`src/rtl/wb_pkg.sv`:
```
// Shared writeback-stage definitions: load encodings, default source lanes, size helpers.
package wb_pkg;

    localparam int unsigned FUNCT3_W = 3;

    // Load size/sign encodings carried on ld_funct3
    typedef enum logic [FUNCT3_W-1:0] {
        F3_LB  = 3'b000,
        F3_LH  = 3'b001,
        F3_LW  = 3'b010,
        F3_LD  = 3'b011,
        F3_LBU = 3'b100,
        F3_LHU = 3'b101,
        F3_LWU = 3'b110,
        F3_RAW = 3'b111
    } ld_funct3_e;

    // Default result-source lane assignment
    localparam int unsigned SRC_ALU = 0;
    localparam int unsigned SRC_MEM = 1;
    localparam int unsigned SRC_PC4 = 2;
    localparam int unsigned SRC_IMM = 3;

    // Access size in bytes; the unshifted raw view never misaligns, so it reports 1
    function automatic logic [3:0] size_of(input logic [FUNCT3_W-1:0] funct3);
        logic [3:0] size;
        case (ld_funct3_e'(funct3))
            F3_LB, F3_LBU: size = 4'd1;
            F3_LH, F3_LHU: size = 4'd2;
            F3_LW, F3_LWU: size = 4'd4;
            F3_LD:         size = 4'd8;
            default:       size = 4'd1;
        endcase
        return size;
    endfunction

    // On a 32-bit datapath the doubleword, unsigned-word and raw encodings collapse to LW
    function automatic logic [FUNCT3_W-1:0] narrow_funct3(input logic [FUNCT3_W-1:0] funct3,
                                                          input int unsigned xlen);
        logic [FUNCT3_W-1:0] f3;
        f3 = funct3;
        if (xlen == 32) begin
            if (funct3 == F3_LD || funct3 == F3_LWU || funct3 == F3_RAW) begin
                f3 = F3_LW;
            end
        end
        return f3;
    endfunction

endpackage

```
`src/rtl/wb_stage_load_align.sv`:
```
// Combinational load alignment: shift by byte offset, extend by access size, flag misalignment.
module load_align
    import wb_pkg::*;
#(
    parameter int unsigned XLEN = 64,
    localparam int unsigned OFF_W = $clog2(XLEN / 8)
) (
    input  logic [XLEN-1:0]     raw,
    input  logic [FUNCT3_W-1:0] funct3,
    input  logic [OFF_W-1:0]    off,
    output logic [XLEN-1:0]     data_c,
    output logic                misalign_c
);

    logic [FUNCT3_W-1:0] f3_eff;
    logic [XLEN-1:0]     shifted;
    logic [3:0]          size;
    logic [OFF_W-1:0]    size_mask;

    // Shift, select and extend; misaligned accesses still deliver truncated shifted data
    always_comb begin
        f3_eff     = narrow_funct3(funct3, XLEN);
        shifted    = raw >> {off, 3'b000};
        size       = size_of(f3_eff);
        size_mask  = OFF_W'(size - 4'd1);
        misalign_c = |(off & size_mask);
        data_c     = shifted;
        case (ld_funct3_e'(f3_eff))
            F3_LB:   data_c = XLEN'($signed(shifted[7:0]));
            F3_LBU:  data_c = XLEN'(shifted[7:0]);
            F3_LH:   data_c = XLEN'($signed(shifted[15:0]));
            F3_LHU:  data_c = XLEN'(shifted[15:0]);
            F3_LW:   data_c = XLEN'($signed(shifted[31:0]));
            F3_LWU:  data_c = XLEN'(shifted[31:0]);
            F3_LD:   data_c = shifted;
            F3_RAW:  data_c = raw;
            default: data_c = shifted;
        endcase
    end

endmodule

```
`src/rtl/wb_stage.sv`:
```
// Writeback stage: source select, load alignment, one-cycle output register, retire counter.
module wb_stage
    import wb_pkg::*;
#(
    parameter int unsigned XLEN    = 64,
    parameter int unsigned NSRC    = 4,
    parameter int unsigned MEM_SRC = SRC_MEM,
    parameter int unsigned RADDR_W = 5,
    localparam int unsigned SEL_W  = $clog2(NSRC),
    localparam int unsigned OFF_W  = $clog2(XLEN / 8)
) (
    input  logic                 clk,
    input  logic                 reset_n,
    input  logic                 in_valid,
    output logic                 in_ready,
    input  logic                 stall,
    input  logic                 flush,
    input  logic [NSRC*XLEN-1:0] src_data,
    input  logic [SEL_W-1:0]     wb_sel,
    input  logic                 reg_write,
    input  logic [RADDR_W-1:0]   rd,
    input  logic [FUNCT3_W-1:0]  ld_funct3,
    input  logic [OFF_W-1:0]     ld_off,
    output logic                 rf_we,
    output logic [RADDR_W-1:0]   rf_waddr,
    output logic [XLEN-1:0]      rf_wdata,
    output logic                 out_valid,
    output logic                 misalign,
    output logic [63:0]          instret
);

    logic [XLEN-1:0]    mem_aligned;
    logic               mem_misalign;
    logic               sel_is_mem;
    logic [XLEN-1:0]    wdata_d;
    logic               misalign_d;

    logic               valid_q;
    logic               rf_we_q;
    logic [RADDR_W-1:0] rd_q;
    logic [XLEN-1:0]    wdata_q;
    logic               misalign_q;
    logic [63:0]        instret_q;

    load_align #(
        .XLEN (XLEN)
    ) u_load_align (
        .raw        (src_data[MEM_SRC*XLEN +: XLEN]),
        .funct3     (ld_funct3),
        .off        (ld_off),
        .data_c     (mem_aligned),
        .misalign_c (mem_misalign)
    );

    // Hazard unit hold is the only backpressure
    assign in_ready = ~stall;

    // Result-source mux; out-of-range selects yield zero, the memory lane takes aligned data
    always_comb begin
        wdata_d    = '0;
        sel_is_mem = (wb_sel == SEL_W'(MEM_SRC));
        for (int unsigned i = 0; i < NSRC; i++) begin
            if (wb_sel == SEL_W'(i)) begin
                wdata_d = src_data[i*XLEN +: XLEN];
            end
        end
        if (sel_is_mem) begin
            wdata_d = mem_aligned;
        end
        misalign_d = sel_is_mem & mem_misalign;
    end

    // Output register: reset > flush/stall > capture > bubble; payload held when not capturing
    always_ff @(posedge clk) begin
        if (!reset_n) begin
            valid_q    <= 1'b0;
            rf_we_q    <= 1'b0;
            rd_q       <= '0;
            wdata_q    <= '0;
            misalign_q <= 1'b0;
        end else if (flush || stall) begin
            valid_q    <= 1'b0;
            rf_we_q    <= 1'b0;
            misalign_q <= 1'b0;
        end else if (in_valid) begin
            valid_q    <= 1'b1;
            rf_we_q    <= reg_write & (rd != '0);
            rd_q       <= rd;
            wdata_q    <= wdata_d;
            misalign_q <= misalign_d;
        end else begin
            valid_q    <= 1'b0;
            rf_we_q    <= 1'b0;
            misalign_q <= 1'b0;
        end
    end

    // Retired-instruction counter, bumps on the edge after each committed instruction
    always_ff @(posedge clk) begin
        if (!reset_n) begin
            instret_q <= '0;
        end else if (valid_q) begin
            instret_q <= instret_q + 64'd1;
        end
    end

    assign out_valid = valid_q;
    assign rf_we     = rf_we_q;
    assign rf_waddr  = rd_q;
    assign rf_wdata  = wdata_q;
    assign misalign  = misalign_q;
    assign instret   = instret_q;

endmodule

```
`config.mk`:
```
export PLATFORM = sky130hd
export DESIGN_NAME = wb_stage
export DESIGN_NICKNAME = d
export VERILOG_FILES = /design/src/rtl/wb_pkg.sv /design/src/rtl/wb_stage_load_align.sv /design/src/rtl/wb_stage.sv
export SDC_FILE = /design/constraint.sdc
export NUM_CORES = 1
export LEC_CHECK = 0
export BUFFER_PORTS_ARGS = -buffer_cell sky130_fd_sc_hd__buf_2
export CORE_AREA = 5 5 157 159
export CTS_BUF_LIST = sky130_fd_sc_hd__clkbuf_8 sky130_fd_sc_hd__clkbuf_16
export DETAILED_ROUTE_END_ITERATION = 10
export DIE_AREA = 0 0 162 164
export PLACE_DENSITY = 0.82
export SYNTH_ARGS = -nofsm -noshare
export SYNTH_HDL_FRONTEND = slang
export SYNTH_SLANG_ARGS = --single-unit
```
`constraint.sdc`:
```
create_clock -name clk -period 3.6 [get_ports clk]
set_clock_uncertainty 0.05 [all_clocks]
set_input_delay 0.18 -clock clk [delete_from_list [all_inputs] [get_ports clk]]
set_output_delay 0.18 -clock clk [all_outputs]
set_load 0.1 [all_outputs]
```
-- Word-level counts from Yosys, hierarchy flattened
Cells that the tools add are included.
Widths: inputs -> output; s select.
- flip-flop bits (word level): 136
- bits in latches: 0
- bits in writable memories: 0
- ROM bits: 0
- input bits: 275
- output and inout bits: 137
- logic and storage cells: 43
- memories: 0
- $add $sub $neg: 2
- multiply operators: 0
- div/mod/pow operators: 0
- $lt $le $gt $ge: 0
- equality and inequality tests: 10
- shift-type cells: 1
- mux-type cells: 7
- bitwise operators: 7
- reduce and logical (&&, ||, !) cells: 10
- operator list (kind ; count):
    $pmux 64 s8 ; 1
    $mux 64 ; 4
    $add 64x1->64 const B ; 1
    $shr 64x6->64 ; 1
    $eq 3x3->1 const B ; 4
    $pmux 3 s3 ; 1
    $eq 3x2->1 const B ; 2
    $reduce_or 2->1 ; 3
    $reduce_or 3->1 ; 2
    $reduce_bool 5->1 ; 1
    $eq 2x2->1 const B ; 2
    $not 1->1 ; 4
    $and 3x3->3 ; 1
    $eq 3x1->1 const B ; 1
    $logic_not 3->1 ; 1
    $sub 3x1->3 const B ; 1
    $and 1x1->1 ; 2
    $eq 2x1->1 const B ; 1
    $logic_not 2->1 ; 1
    $reduce_and 2->1 ; 1
    $logic_or 1x1->1 ; 1
    $mux 1 ; 1

-- Longest topological paths before layout
- word-level depth: 7
- depth in mapped cells: 10

-- Hierarchy
From an unflattened synthesis, not the netlist that was laid out.
- cell total of the unflattened synthesis: 1149
- area, all modules: 9826.9 sq um
- modules (own cells, without submodules) (module ; times used ; cells an instance ; area each (sq um) ; sequential area each (sq um)):
    wb_stage ; 1 ; 766 ; 7094.3 ; 2722.6
    load_align ; 1 ; 383 ; 2732.6 ; 0.0

-- Worst setup path after synthesis
Ideal clock, no wire load.
- kind: reg2reg
- start point: reg instret_q[42], in the netlist instret[42]
- end point: reg instret_q[60], in the netlist instret[60]
- setup time: 0.070 ns
- data arrival time: 2.798 ns
- required time: 3.480 ns
- setup slack: 0.682 ns
- stages on the path, launching flop included: 8
- path buffers: 2
- clock period less this slack: 2.918 ns
- cells stage by stage: dfxtp_1 > and4_1 > buf_6 > nand4_4 > or4_4 > buf_6 > or4_1 > a21oi_1
- longest elaborated chain between the ends: 1
- RTL lines (what ; line ; RTL):
    from (decl) ; wb_stage.sv:43 ; logic [63:0] instret_q;
    from (signal assigned) ; wb_stage.sv:103 ; instret_q <= instret_q + 64'd1;
    $add 64x1->64 ; wb_stage.sv:103 ;
Every way passes these cells.
A chain may end at the register's enable or synchronous reset.

-- Worst setup path after layout
- start point: reg instret_q[2], in the netlist instret[2]
- end point: reg instret_q[39], in the netlist instret[39]
The elaborated chain is that of the path after synthesis.

==> impl_metrics.py <==
metrics = {
    "status": {
        "status": "complete, no violations",
    },
    "critical_path": {
        "cp.arrival_ps": 3170,
        "required_ps": 3890,
        "regToRegSetupSlack_ps": 710,
        "reg2reg_from": "instret[2]",
        "cp-start-kind": "flop",
        "cp-end-kind": "flop",
        "critPathLaunch": "instret[2]",
        "path_max_fanout": 28,
        "path_class": "flop to flop",
    },
    "floorplan": {
        "io_pins": 412,
        "die-area_um2": 26570,
        "die_y_um": 164,
        "coreArea_um2": 23120,
        "initial_core_util_pct": 40.97,
        "dieWidth_um": 162,
        "rows": 56,
    },
    "power": {
        "p_per_area_nw_per_um2": 371.8,
        "p_leak_nw": 5.315,
        "ir_drop_mv": 0.2320,
    },
    "timing": {
        "period_needed_ps": 2887,
        "slew_headroom_pct": 30.46,
        "rsz0062_at_grt": "no",
        "hold_viol_final": 0,
        "fmaxAchievable_ghz": 0.3464,
        "hold_ws_ps": 59.67,
        "finalSetupViolCount": 0,
        "tns_ps": 0,
        "timing.final.max_slew_violations": 0,
        "layout_setup_ws_ps": 712.9,
        "tightest_slew_ps": 1043,
        "period_share_pct": 80.20,
    },
    "cells_and_area": {
        "num-fill-cells": 2139,
        "nets": 1716,
        "area_delta_synth_final_pct": 30.73,
        "multi_input_comb_area_um2": 6275,
        "ff_latch_area_um2": 2723,
        "layoutNonFillerInstCount": 1745,
        "drive_gt1_share_pct": 40.95,
    },
    "placed_design": {
        "port_buffers": 411,
        "dp.cells": 1704,
        "gp_congestion": 1.026,
        "place_worst_setup_slack_ps": 755.6,
        "dp_hpwl_um": 31440,
    },
    "synthesis": {
        "synth-main-ff-cell": "dfxtp_1",
        "ys_ff_latch": 136,
        "synth_cell_types": 70,
        "synth_area_leaders": "dfxtp_1 (29%), mux2_2 (8.1%), mux4_2 (6.4%)",
        "synth_edf_count": 0,
        "synthCells": 1082,
        "async_flop_share_pct": 0,
        "yosysWarnings": 0,
        "seq_area_frac_synth_pct": 28.74,
        "yosysTopAreaCellShare_pct": 28.74,
        "synth_top_cell_by_area": "dfxtp_1",
        "syn-cell-area_um2": 9474,
        "synth_nets": 1358,
        "synth.avg_cell_area_um2": 8.756,
    },
    "hold_path": {
        "hold_start": "reset_n",
        "hold_path_class": "primary input to flop",
    },
    "clock_tree": {
        "cts_buffers": 17,
        "clk_latency_ps": 420,
        "cts_num_sinks": 136,
        "clockRootBuffer": "clkbuf_16",
        "tritoncts": "built",
        "cts_resized": 0,
        "h-tree-depth": 4,
        "path_clk_slew_ps": 70,
        "cts_buffer_depth": 2,
    },
    "route": {
        "route.detailed.vias_per_inst": 6.357,
        "drt_wl_total_um": 41580,
        "antenna_left": 0,
        "post-route-drc-count": 0,
        "wl_per_cell_um": 23.83,
        "drt-initial-drc-count": 1320,
        "vias": 11090,
        "drtPass1Iterations": 7,
    },
    "run": {
        "cap_violations": 0,
    },
    "grt": {
        "overflow": 0,
        "track_usage_pct": 29.44,
        "grt_pass1_vias": 10340,
        "grt_first_pass_wirelength_um": 60610,
        "grt_max_degree": 89,
        "antenna_found_initial": 4,
    },
}
layout make-up:
| cell class | count | share of cell area, % |
|---|---|---|
| Multi-Input combinational cell | 828 | 50.66 |
| Sequential cell | 136 | 21.98 |
| Timing Repair Buffer | 440 | 18.63 |
| Clock buffer | 17 | 3.435 |
| Tap cell | 290 | 2.930 |
| Clock inverter | 15 | 1.808 |
| Inverter | 17 | 0.5152 |
| Antenna cell | 2 | 0.04041 |
metrics by stage:
step / util (%) / power [mW] / area, µm²
final: 53.57 / 4.605 / 12390
after detailed placement: 50.43 / 2.639 / 11660
after global routing: 53.57 / 4.744 / 12390
after floorplan: - / 2.263 / 9474
after global placement: 50.43 / 2.629 / 11660
after CTS: 53.54 / 4.606 / 12380
metal layers:
metal | track usage (%) | share of wire, % | vias up
met5 | 0 | 0.082 | -
met4 | 14.34 | 4.7 | 4
met3 | 7.629 | 11 | 120
met2 | 44.62 | 45 | 718
met1 | 39.11 | 40 | 5261
li1 | - | - | 4990
worst max-delay path: stages, from the launching register on:
cell     delay (ps)
dfxtp_1         430
nand4_1         230
nor4_1          750
nand3_2         570
or4_1           630
a21oi_1         150
cell families (layout without fill, tap and decap cells):
group / after synthesis / in the layout / share of synthesized area (%)
AO/OA/AOI/OAI: 334 / 334 / 25.58
XOR/XNOR: 26 / 26 / 2.404
adder cells (fa/ha/maj): 1 / 1 / 0.1320
buffers and inverters: 118 / 489 / 5.256
flip-flops: 136 / 136 / 28.74
multiplexers: 143 / 143 / 19.57
other: 0 / 2 / 0
AND/OR/NAND/NOR: 324 / 324 / 18.32
placed cells by master, fill, tap and decap left out, drive strengths merged, types with 26 or more instances in the layout:
cell    Yosys  layout
o221ai     37      37
mux4       27      27
dfxtp     136     136
nand2      79      79
buf        31     433
a21oi      69      69
o21ai      54      54
nand3      28      28
nor2       64      64
o31ai      27      27
mux2i      48      48
a222oi     26      26
mux2       68      68
inv        17      26
flip-flops by register name (all words and copies together) (netlist names):
signal and cells:
instret 64, misalign 1, out_valid 1, rf_waddr 5, rf_wdata 64, rf_we 1
repair_timing:
item,CTS,global route
hold buffers,7,0
buffers inserted,0,0
hold endpoints to repair,6,0
cell usage after synthesis (10+ instances only):
cell type    n
a21oi_1     69
a222oi_1    26
nor3_1      21
nand3_1     27
nand4_1     18
nand2_1     78
o221a_2     16
clkbuf_1    70
o221ai_1    37
mux2i_1     48
nand2b_1    20
o31ai_1     27
o22ai_1     18
or4_1       22
o21ai_0     52
mux4_2      27
xor2_1      18
a21o_1      11
a311oi_1    17
a211oi_1    14
nor2_1      64
and4_1      10
or3_1       16
buf_2       23
inv_1       16
mux2_2      68
a31oi_1     10
dfxtp_1    136
power breakdown:
| part | leakage, nW | switching [mW] | total (mW) | internal (mW) |
|---|---|---|---|---|
| sequential | 1.10 | 0.0233 | 1.56 | 1.54 |
| clock | 0.316 | 0.831 | 1.97 | 1.14 |
| combinational | 3.90 | 0.702 | 1.08 | 0.375 |
| total | 5.31 | 1.56 | 4.61 | 3.05 |
worst paths after layout:
path              cells past startpoint          end
setup / recovery                      5  instret[39]
hold reg to reg                       1  rf_wdata[6]
hold / removal                        3  rf_wdata[7]
setup reg to reg                      5  instret[39]
(Power assumes the default switching activity.)
